**config.mk**
```make
export PLATFORM = sky130hd
export DESIGN_NAME = wb_arbiter
export DESIGN_NICKNAME = d
export VERILOG_FILES = /design/src/rtl/wb_arbiter.sv
export SDC_FILE = /design/constraint.sdc
export NUM_CORES = 1
export LEC_CHECK = 0
export CELL_PAD_IN_SITES_DETAIL_PLACEMENT = 1
export CELL_PAD_IN_SITES_GLOBAL_PLACEMENT = 2
export CORE_ASPECT_RATIO = 1.5
export CORE_MARGIN = 1.5
export CORE_UTILIZATION = 35
export DETAILED_ROUTE_END_ITERATION = 12
export GPL_TIMING_DRIVEN = 0
export PLACE_DENSITY = 0.84
export SLEW_MARGIN = 25
export SYNTH_ARGS = -nofsm -noshare
export SYNTH_HDL_FRONTEND = slang
export SYNTH_SLANG_ARGS = --single-unit
```
**constraint.sdc**
```tcl
create_clock -name clk -period 6.9 [get_ports clk]
set_clock_uncertainty 0.1 [all_clocks]
set_input_delay 0.69 -clock clk [delete_from_list [all_inputs] [get_ports clk]]
set_output_delay 0.69 -clock clk [all_outputs]
set_load 0.05 [all_outputs]
```
**src/rtl/wb_arbiter.sv**
```systemverilog
// wb_arbiter: owns the register file write port. Pipeline writebacks take
// priority; multi-cycle results are queued in a small FIFO and drained when
// the pipeline is idle. A pending scoreboard tracks outstanding multi-cycle
// destinations for the issue stage.
module wb_arbiter #(
  parameter int ADDR_W = 5,
  parameter int DATA_W = 32,
  parameter int DEPTH  = 2
) (
  input  logic                 clk,
  input  logic                 rst,
  input  logic                 pipe_we_i,
  input  logic [ADDR_W-1:0]    pipe_waddr_i,
  input  logic [DATA_W-1:0]    pipe_wdata_i,
  input  logic                 mc_valid_i,
  output logic                 mc_ready_o,
  input  logic [ADDR_W-1:0]    mc_waddr_i,
  input  logic [DATA_W-1:0]    mc_wdata_i,
  input  logic                 iss_valid_i,
  input  logic [ADDR_W-1:0]    iss_waddr_i,
  output logic [2**ADDR_W-1:0] pend_o,
  output logic                 we_o,
  output logic [ADDR_W-1:0]    waddr_o,
  output logic [DATA_W-1:0]    wdata_o
);

  localparam int PTR_W = $clog2(DEPTH);
  localparam int CNT_W = PTR_W + 1;
  localparam int NREG  = 2**ADDR_W;

  logic [ADDR_W-1:0] fifo_addr_q [DEPTH];
  logic [ADDR_W-1:0] fifo_addr_d [DEPTH];
  logic [DATA_W-1:0] fifo_data_q [DEPTH];
  logic [DATA_W-1:0] fifo_data_d [DEPTH];
  logic [PTR_W-1:0]  wptr_q, wptr_d;
  logic [PTR_W-1:0]  rptr_q, rptr_d;
  logic [CNT_W-1:0]  cnt_q, cnt_d;

  logic              we_q, we_d;
  logic [ADDR_W-1:0] waddr_q, waddr_d;
  logic [DATA_W-1:0] wdata_q, wdata_d;
  logic [NREG-1:0]   pend_q, pend_d;

  logic pipe_sel;
  logic push;
  logic pop;

  // Ready depends only on registered occupancy; a same-cycle pop does not help
  assign mc_ready_o = (cnt_q != CNT_W'(DEPTH));

  // Arbitration: non-x0 pipeline write wins, otherwise drain the FIFO head
  always_comb begin
    pipe_sel = pipe_we_i && (pipe_waddr_i != '0);
    push     = mc_valid_i && mc_ready_o && (mc_waddr_i != '0);
    pop      = !pipe_sel && (cnt_q != '0);
  end

  // FIFO pointer, count and storage update
  always_comb begin
    fifo_addr_d = fifo_addr_q;
    fifo_data_d = fifo_data_q;
    wptr_d      = wptr_q;
    rptr_d      = rptr_q;
    cnt_d       = cnt_q;
    if (push) begin
      fifo_addr_d[wptr_q] = mc_waddr_i;
      fifo_data_d[wptr_q] = mc_wdata_i;
      wptr_d              = wptr_q + 1'b1;
    end
    if (pop) begin
      rptr_d = rptr_q + 1'b1;
    end
    case ({push, pop})
      2'b10:   cnt_d = cnt_q + 1'b1;
      2'b01:   cnt_d = cnt_q - 1'b1;
      default: cnt_d = cnt_q;
    endcase
  end

  // Commit selection; address/data hold when no write is made
  always_comb begin
    we_d    = 1'b0;
    waddr_d = waddr_q;
    wdata_d = wdata_q;
    if (pipe_sel) begin
      we_d    = 1'b1;
      waddr_d = pipe_waddr_i;
      wdata_d = pipe_wdata_i;
    end else if (pop) begin
      we_d    = 1'b1;
      waddr_d = fifo_addr_q[rptr_q];
      wdata_d = fifo_data_q[rptr_q];
    end
  end

  // Scoreboard: clear applied before set so a same-cycle reissue stays pending
  always_comb begin
    pend_d = pend_q;
    if (pop) begin
      pend_d[fifo_addr_q[rptr_q]] = 1'b0;
    end
    if (iss_valid_i) begin
      pend_d[iss_waddr_i] = 1'b1;
    end
    pend_d[0] = 1'b0;
  end

  // State registers
  always_ff @(posedge clk or posedge rst) begin
    if (rst) begin
      fifo_addr_q <= '{default: '0};
      fifo_data_q <= '{default: '0};
      wptr_q      <= '0;
      rptr_q      <= '0;
      cnt_q       <= '0;
      we_q        <= 1'b0;
      waddr_q     <= '0;
      wdata_q     <= '0;
      pend_q      <= '0;
    end else begin
      fifo_addr_q <= fifo_addr_d;
      fifo_data_q <= fifo_data_d;
      wptr_q      <= wptr_d;
      rptr_q      <= rptr_d;
      cnt_q       <= cnt_d;
      we_q        <= we_d;
      waddr_q     <= waddr_d;
      wdata_q     <= wdata_d;
      pend_q      <= pend_d;
    end
  end

  assign we_o    = we_q;
  assign waddr_o = waddr_q;
  assign wdata_o = wdata_q;
  assign pend_o  = pend_q;

endmodule

```
==> out/summary.txt, run 1 <==
Status - finished clean
Syn avg cell area - 11.87 um^2
Row count - 61
Fin crit share - 40.17%
CTS resizes - 0
Synth Net Count - 648
Peak VDD IR - 245.9 uV
Internal reg-to-reg setup slack - 4460 ps
Sequential share of the synthesized area - 55.06%
Overall power - 4.643 mW
Die H - 172.2 um
Gpl congestion - 0.7840
Worst hold slack - 403.0 ps
Total Wirelength - 18930 um
Starting Density - 35.88%
Ant diodes - 0
Layout cell share with drive strength beyond 1 - 18.05%
Crit-path max FO - 5
Iter 0 DRT Violations - 226
DRC - 0
Slew margin rel. - 45.61%
Synth Register Bits - 147
Critical Path AT - 1980 ps
Synth top area share - 55.06%
Grt ovf - 0
Worst R2R Path Depth - 6
Pwr dens - 508.4 nW/um^2
WP data required - 6110 ps
# port buffers - 153
CTS tree - yes
Clk slew on worst S/H paths - 60 ps
Top Ports - 155
H-tree levels - 4
WL/cell - 18.93 um
Global-route wire length before repair - 30440 um
Die Area - 19940 um^2
Static leakage - 4.018 nW
Synth cell types - 38
Fin nets - 821
Async set-reset flop share out of synthesis - 100.0%
Vias in the first global route - 5779
CTS buffer count - 17
RSZ-0062 raised after global routing - no
Synth Warn # - 0
Post-synthesis compound-gate area fraction - 11.35%
Worst-margin pin slew - 793.2 ps
Worst min path class - reg -> reg
Critical Path End Type - output pin
Post-DP HPWL - 13960 um
Min Clock Period, post-route - 2772 ps
Post-synthesis mux area share - 19.53%
Worst setup path startpoint - cnt_q[0]
Clock Sink Count - 147
Vias per inst - 5.070
Crit Path Category - reg -> out
Design area - 9131 um^2
Die X - 115.8 um
Cts hold-fix bufs - 0
Number of flops mapped to enable cells by yosys - 0
Final setup fails - 0
Max Root-Sink Buffers - 2
Initial antenna violation count - 1
DR pass1 iterations - 4
Post-route setup TNS - 0 ps
Fin. max-slew vios - 0
Worst-Skew Late Latency - 420 ps
Post-Synth XOR/XNOR Area - 0.5243%
Hold Fails Final Rpt - 0
Setup crit end - mc_ready_o
R2R Path End - cnt_q[1]
Post CTS Setup Buffer Count - 0
Area Overhead vs Synth - 36.67%
Area contributors post-synth - dfrtp_1, mux2_2, mux2i_1, mux2_4, o21ai_0
Gr usage total - 19.98%
Root buf cell - clkbuf_16
Max Freq - 360.8 MHz
Cell count after synthesis - 563
Largest family of logic cells by synthesized area - multiplexers
Largest net degree at the start of global routing - 91
Via Count - 5070
Post-synthesis simple-gate area fraction - 8.933%
Max Cap Viol - 0
Final ANT Viol Nets - 0
Leading area contributor after synthesis - dfrtp_1
Post-Synth Adder-Cell Area - 0.1873%
Worst setup SP type - flip-flop
Synth Flop Type - dfrtp_1
Placed Area - 8563 um^2
Reg-to-reg critical path startpoint - cnt_q[0]
Mapped Area - 6681 um^2
Core Region - 18620 um^2
Finished Core Util - 49.03%
## worst max-delay path, cell delays in order, from the launching register on
cell and delay (ps):
dfrtp_1 420, nand2b_1 240, clkdlybuf4s50_1 890
## metrics by stage
step	cells	setup WS, ps
floorplan	563	2159
global placement	968	189.2
detailed placement	969	3801
CTS	1000	4113
global route	1000	4050
finish	1000	4128
## sequential cells by signal, summed over array words and instances (netlist names)
signal and flops:
fifo_addr_q 10, fifo_data_q 64, rptr_q 1, pend_o 31, cnt_q 2, we_o 1
waddr_o 5, wdata_o 32, wptr_q 1
## layout by cell type (no fill, tap or decap), types with 16 or more instances in the layout
master,n
mux2_2,55
nor2_1,37
mux2i_1,35
inv_1,17
dfrtp_1,147
nand2_1,60
clkbuf_1,16
a21oi_1,33
clkdlybuf4s50_1,153
clkbuf_16,17
o21ai_0,56
mux2_4,19
## cells by family (layout without fill, tap and decap cells)
| family | count (synthesis) | in the layout |
|---|---|---|
| xor gates and xnor gates | 4 | 4 |
| DFF | 147 | 147 |
| AOI/OAI and AO/OA | 123 | 123 |
| buffers and inverters | 48 | 233 |
| adders and majority gates | 1 | 1 |
| other | 1 | 1 |
| muxes | 113 | 113 |
| and+or+nand+nor | 126 | 126 |
## routing by layer
metal	vias up	wire (um)	track usage, %
met1	2583	7369	22.08
met2	127	10280	36.73
met3	21	1005	5.748
li1	2337	-	-
met5	-	11	0
met4	2	258	5.832
## Yosys cell counts (all sizes together), types with 2 or more instances
master  number
dfrtp      147
clkbuf      13
xnor2        2
a21oi       33
nor4         2
xor2         2
mux2        76
nand2b       2
o21ai       56
mux2i       37
nand3        6
or3          3
o31ai       15
or3b         4
nor2        37
or4          2
buf         17
inv         18
or2          2
nand2       60
nand3b       7
o221ai      16
## area by class of cell
type | instances | area [um^2]
Inverter | 18 | 75.07
Clock inverter | 11 | 131.4
Clock buffer | 20 | 436.7
Sequential cell | 147 | 3679
Multi-Input combinational cell | 368 | 2711
Fill cell | 2026 | 9492
Tap cell | 252 | 315.3
Buffer | 30 | 224.0
Timing Repair Buffer | 154 | 1559
## how the worst min path moves through the flow
stage	startpoint	to	slack, ps	cells after the start
final	fifo_data_q[19]	fifo_data_q[19]	400	1
after global routing	fifo_data_q[5]	fifo_data_q[5]	430	1
after CTS	fifo_data_q[27]	fifo_data_q[27]	410	1
after detailed placement	fifo_data_q[48]	fifo_data_q[48]	390	1
after global placement	fifo_data_q[19]	fifo_data_q[19]	370	1
after floorplan	fifo_data_q[19]	fifo_data_q[19]	360	1
## report_power, final
part	switching [mW]	total, mW	internal, mW
combinational	1.33	2.26	0.927
clock	0.370	0.903	0.533
sequential	0.231	1.48	1.25
total	1.93	4.64	2.71
Power figures use the tool's default switching activity.
==> run 2, diff against run 1 <==
Settings changed: CORE_UTILIZATION 35 to 29, PLACE_DENSITY 0.84 to 0.74.
Clock period 6.9 ns to 2.3 ns, I/O delays scaled along.
==> out/summary.txt, run 2 (synthesis results as in run 1) <==
Status - finished clean
Gr usage total - 17.50% (-2.5 points)
Static leakage - 4.088 nW (+1.7%)
Slew margin rel. - 46.86% (+1.2 points)
Crit Path Category - reg -> reg
Fin crit share - 98.20%
Starting Density - 29.74% (-6.1 points)
RSZ-0062 raised after global routing - yes
Ant diodes - 0 (unchanged)
Crit-path max FO - 10 (+5)
Initial antenna violation count - 0 (-1)
WP data required - 2480 ps (-3630 ps)
Iter 0 DRT Violations - 172 (-24%)
Worst setup SP type - flip-flop
FILL cells - 2444 (+21%)
Worst min path class - in -> async
Pwr dens - 1519 nW/um^2 (+200%)
H-tree levels - 4 (unchanged)
Clock Sink Count - 147 (unchanged)
Critical Path End Type - flip-flop
Clk slew on worst S/H paths - 60 ps (about the same)
CP Cell Sequence - buf_4 -> buf_6 -> mux2i_1 -> nand3_1 -> o31ai_1 -> o21ai_0
Via Count - 5110 (+0.79%)
Fin nets - 827 (+0.73%)
Clock Power Share - 20.0% (+0.5 points)
Worst hold slack - 95.70 ps (-307.3 ps)
Sw Share - 41.68% (about the same)
Top Ports - 155 (unchanged)
DRC - 0 (unchanged)
Vias per inst - 4.956 (-2.2%)
Largest register FFs - 64 (unchanged)
Max Root-Sink Buffers - 2 (unchanged)
Peak VDD IR - 572.3 uV (+130%)
Die Area - 23980 um^2 (+20%)
Leading cell type in the layout, fill and taps excluded - clkdlybuf4s50_1
Final ANT Viol Nets - 0 (unchanged)
Core Region - 22470 um^2 (+21%)
Die H - 188.9 um (+9.7%)
Highest-count cells in the layout ignoring fill and taps - clkdlybuf4s50_1, dfrtp_1, nand2_1
Worst-margin pin slew - 775.0 ps (-18.21 ps)
Total Wirelength - 20300 um (+7.2%)
Global-route wire length before repair - 31970 um (+5.0%)
Min Clock Period, post-route - 2259 ps
CTS tree - yes
Grt ovf - 0 (unchanged)
Post-route setup TNS - 0 ps (unchanged)
Max Cap Viol - 0 (unchanged)
Max Freq - 442.7 MHz
Final Instance Count excl. Fillers - 1031 (+3.1%)
Worst-Skew Late Latency - 430 ps (about the same)
Layout cell share with drive strength beyond 1 - 19.87% (+1.8 points)
DR pass1 iterations - 4 (unchanged)
WL/cell - 19.69 um (+4.0%)
Finished Core Util - 41.48% (-7.5 points)
Internal reg-to-reg setup slack - 40 ps (-4420 ps)
Hold Fails Final Rpt - 0 (unchanged)
Row count - 67 (+9.8%)
Vias in the first global route - 5733 (-0.80%)
Post-DP HPWL - 15280 um (+9.5%)
Part of the power in registers - 31.5% (-0.4 points)
Psw - 5.900 mW (+210%)
Most flop-heavy register - fifo_data_q
# port buffers - 153 (unchanged)
Logic pwr share - 48.4% (-0.3 points)
Slowest stage delay, CP - 440 ps (-450 ps)
CTS buffer count - 17 (unchanged)
Critical Path AT - 2440 ps (+460 ps)
Root buf cell - clkbuf_16
Internal power - 8.256 mW (+200%)
Placed Area - 8677 um^2 (+1.3%)
Final setup fails - 0 (unchanged)
Fin. max-slew vios - 0 (unchanged)
Area Overhead vs Synth - 39.49%
Placed Cells - 997 (+2.9%)
Gpl congestion - 0.7962 (+1.6%)
Crit path max-delay cell type - mux2i_1
Design area - 9320 um^2 (+2.1%)
Largest net degree at the start of global routing - 33 (-64%)
Die X - 126.9 um (+9.6%)
## run 2: changes by cell type in the layout (fill, tap and decap cells not counted), sizes merged
cell           previous run  this run
clkinv                    4         3
buf                      18        24
clkdlybuf4s50           153       152
inv                      20        21
dlygate4sd2               0         1
clkinvlp                  3         5
clkbuf                   33        32
## run 2: area by class of cell
cell class              count  area [um^2]  share of cell area, %
plain buffers              30        226.5                  2.430
clock buffers              19        452.9                  4.860
clock inverters            13        147.6                  1.584
inverters                  18        71.32                 0.7652
multi-input cells         368         2725                  29.24
flip-flops and latches    147         3679                  39.47
well taps                 276        345.3                  3.705
repair buffers            160         1673                  17.95
## run 2: metal layers
layer / vias up / track usage [%] / part of all wire, % / wire length (um)
li1: 2350 / - / - / -
met1: 2572 / 19.70 / 39 / 7899
met2: 153 / 31.71 / 54 / 10870
met3: 35 / 4.154 / 5.1 / 1037
met4: 0 / 6.774 / 2.4 / 493
met5: - / 0 / 0 / 0
## run 2: power by group through the flow
stage | sequential, mW | combinational, mW | clock, mW
floorplan | 5.85 | 3.27 | 0
global placement | 4.39 | 6.70 | 0
detailed placement | 4.49 | 6.90 | 0
CTS | 4.46 | 6.92 | 2.92
global route | 4.61 | 7.39 | 3.03
finish | 4.46 | 6.86 | 2.84
## run 2: worst paths after layout
path / startpoint / endpoint / cells after the start
min: rst / wdata_o[25] / 2
max: rptr_q / pend_o[28] / 6
max in group asynchronous: rst / wdata_o[0] / 6
max reg2reg: rptr_q / pend_o[28] / 6
min in group clk: pipe_wdata_i[16] / wdata_o[16] / 3
min reg2reg: fifo_data_q[19] / fifo_data_q[19] / 1
## run 2: metrics by stage
stage               setup WS, ps  total power [mW]
floorplan                  98.86             9.118
detailed placement        -447.8             11.39
global route              -91.28             15.03
finish                     41.38             14.16
CTS                        6.606             14.30
global placement           -1179             11.09
## run 2: timing repair
action                                  CTS  global route
hold buffers                              0             0
endpoints found under the setup margin   22            14
endpoints found under the hold margin     0             0
buffers inserted                          0             2
resized for setup                         3             5
pin swaps                                 0             2
## run 2: critical path, delay by kind of cell (launching register included)
kind                   cells  cell delay, ps
AOI/OAI and AO/OA          2             510
muxes                      1             440
and+or+nand+nor            1             400
DFF                        1             330
buffers and inverters      2             330
==> run 3, diff against run 2 <==
Settings changed: CAP_MARGIN set to 5.
==> results of run 3 <==
The final DEF is identical to that of run 2; final timing and power are the same.
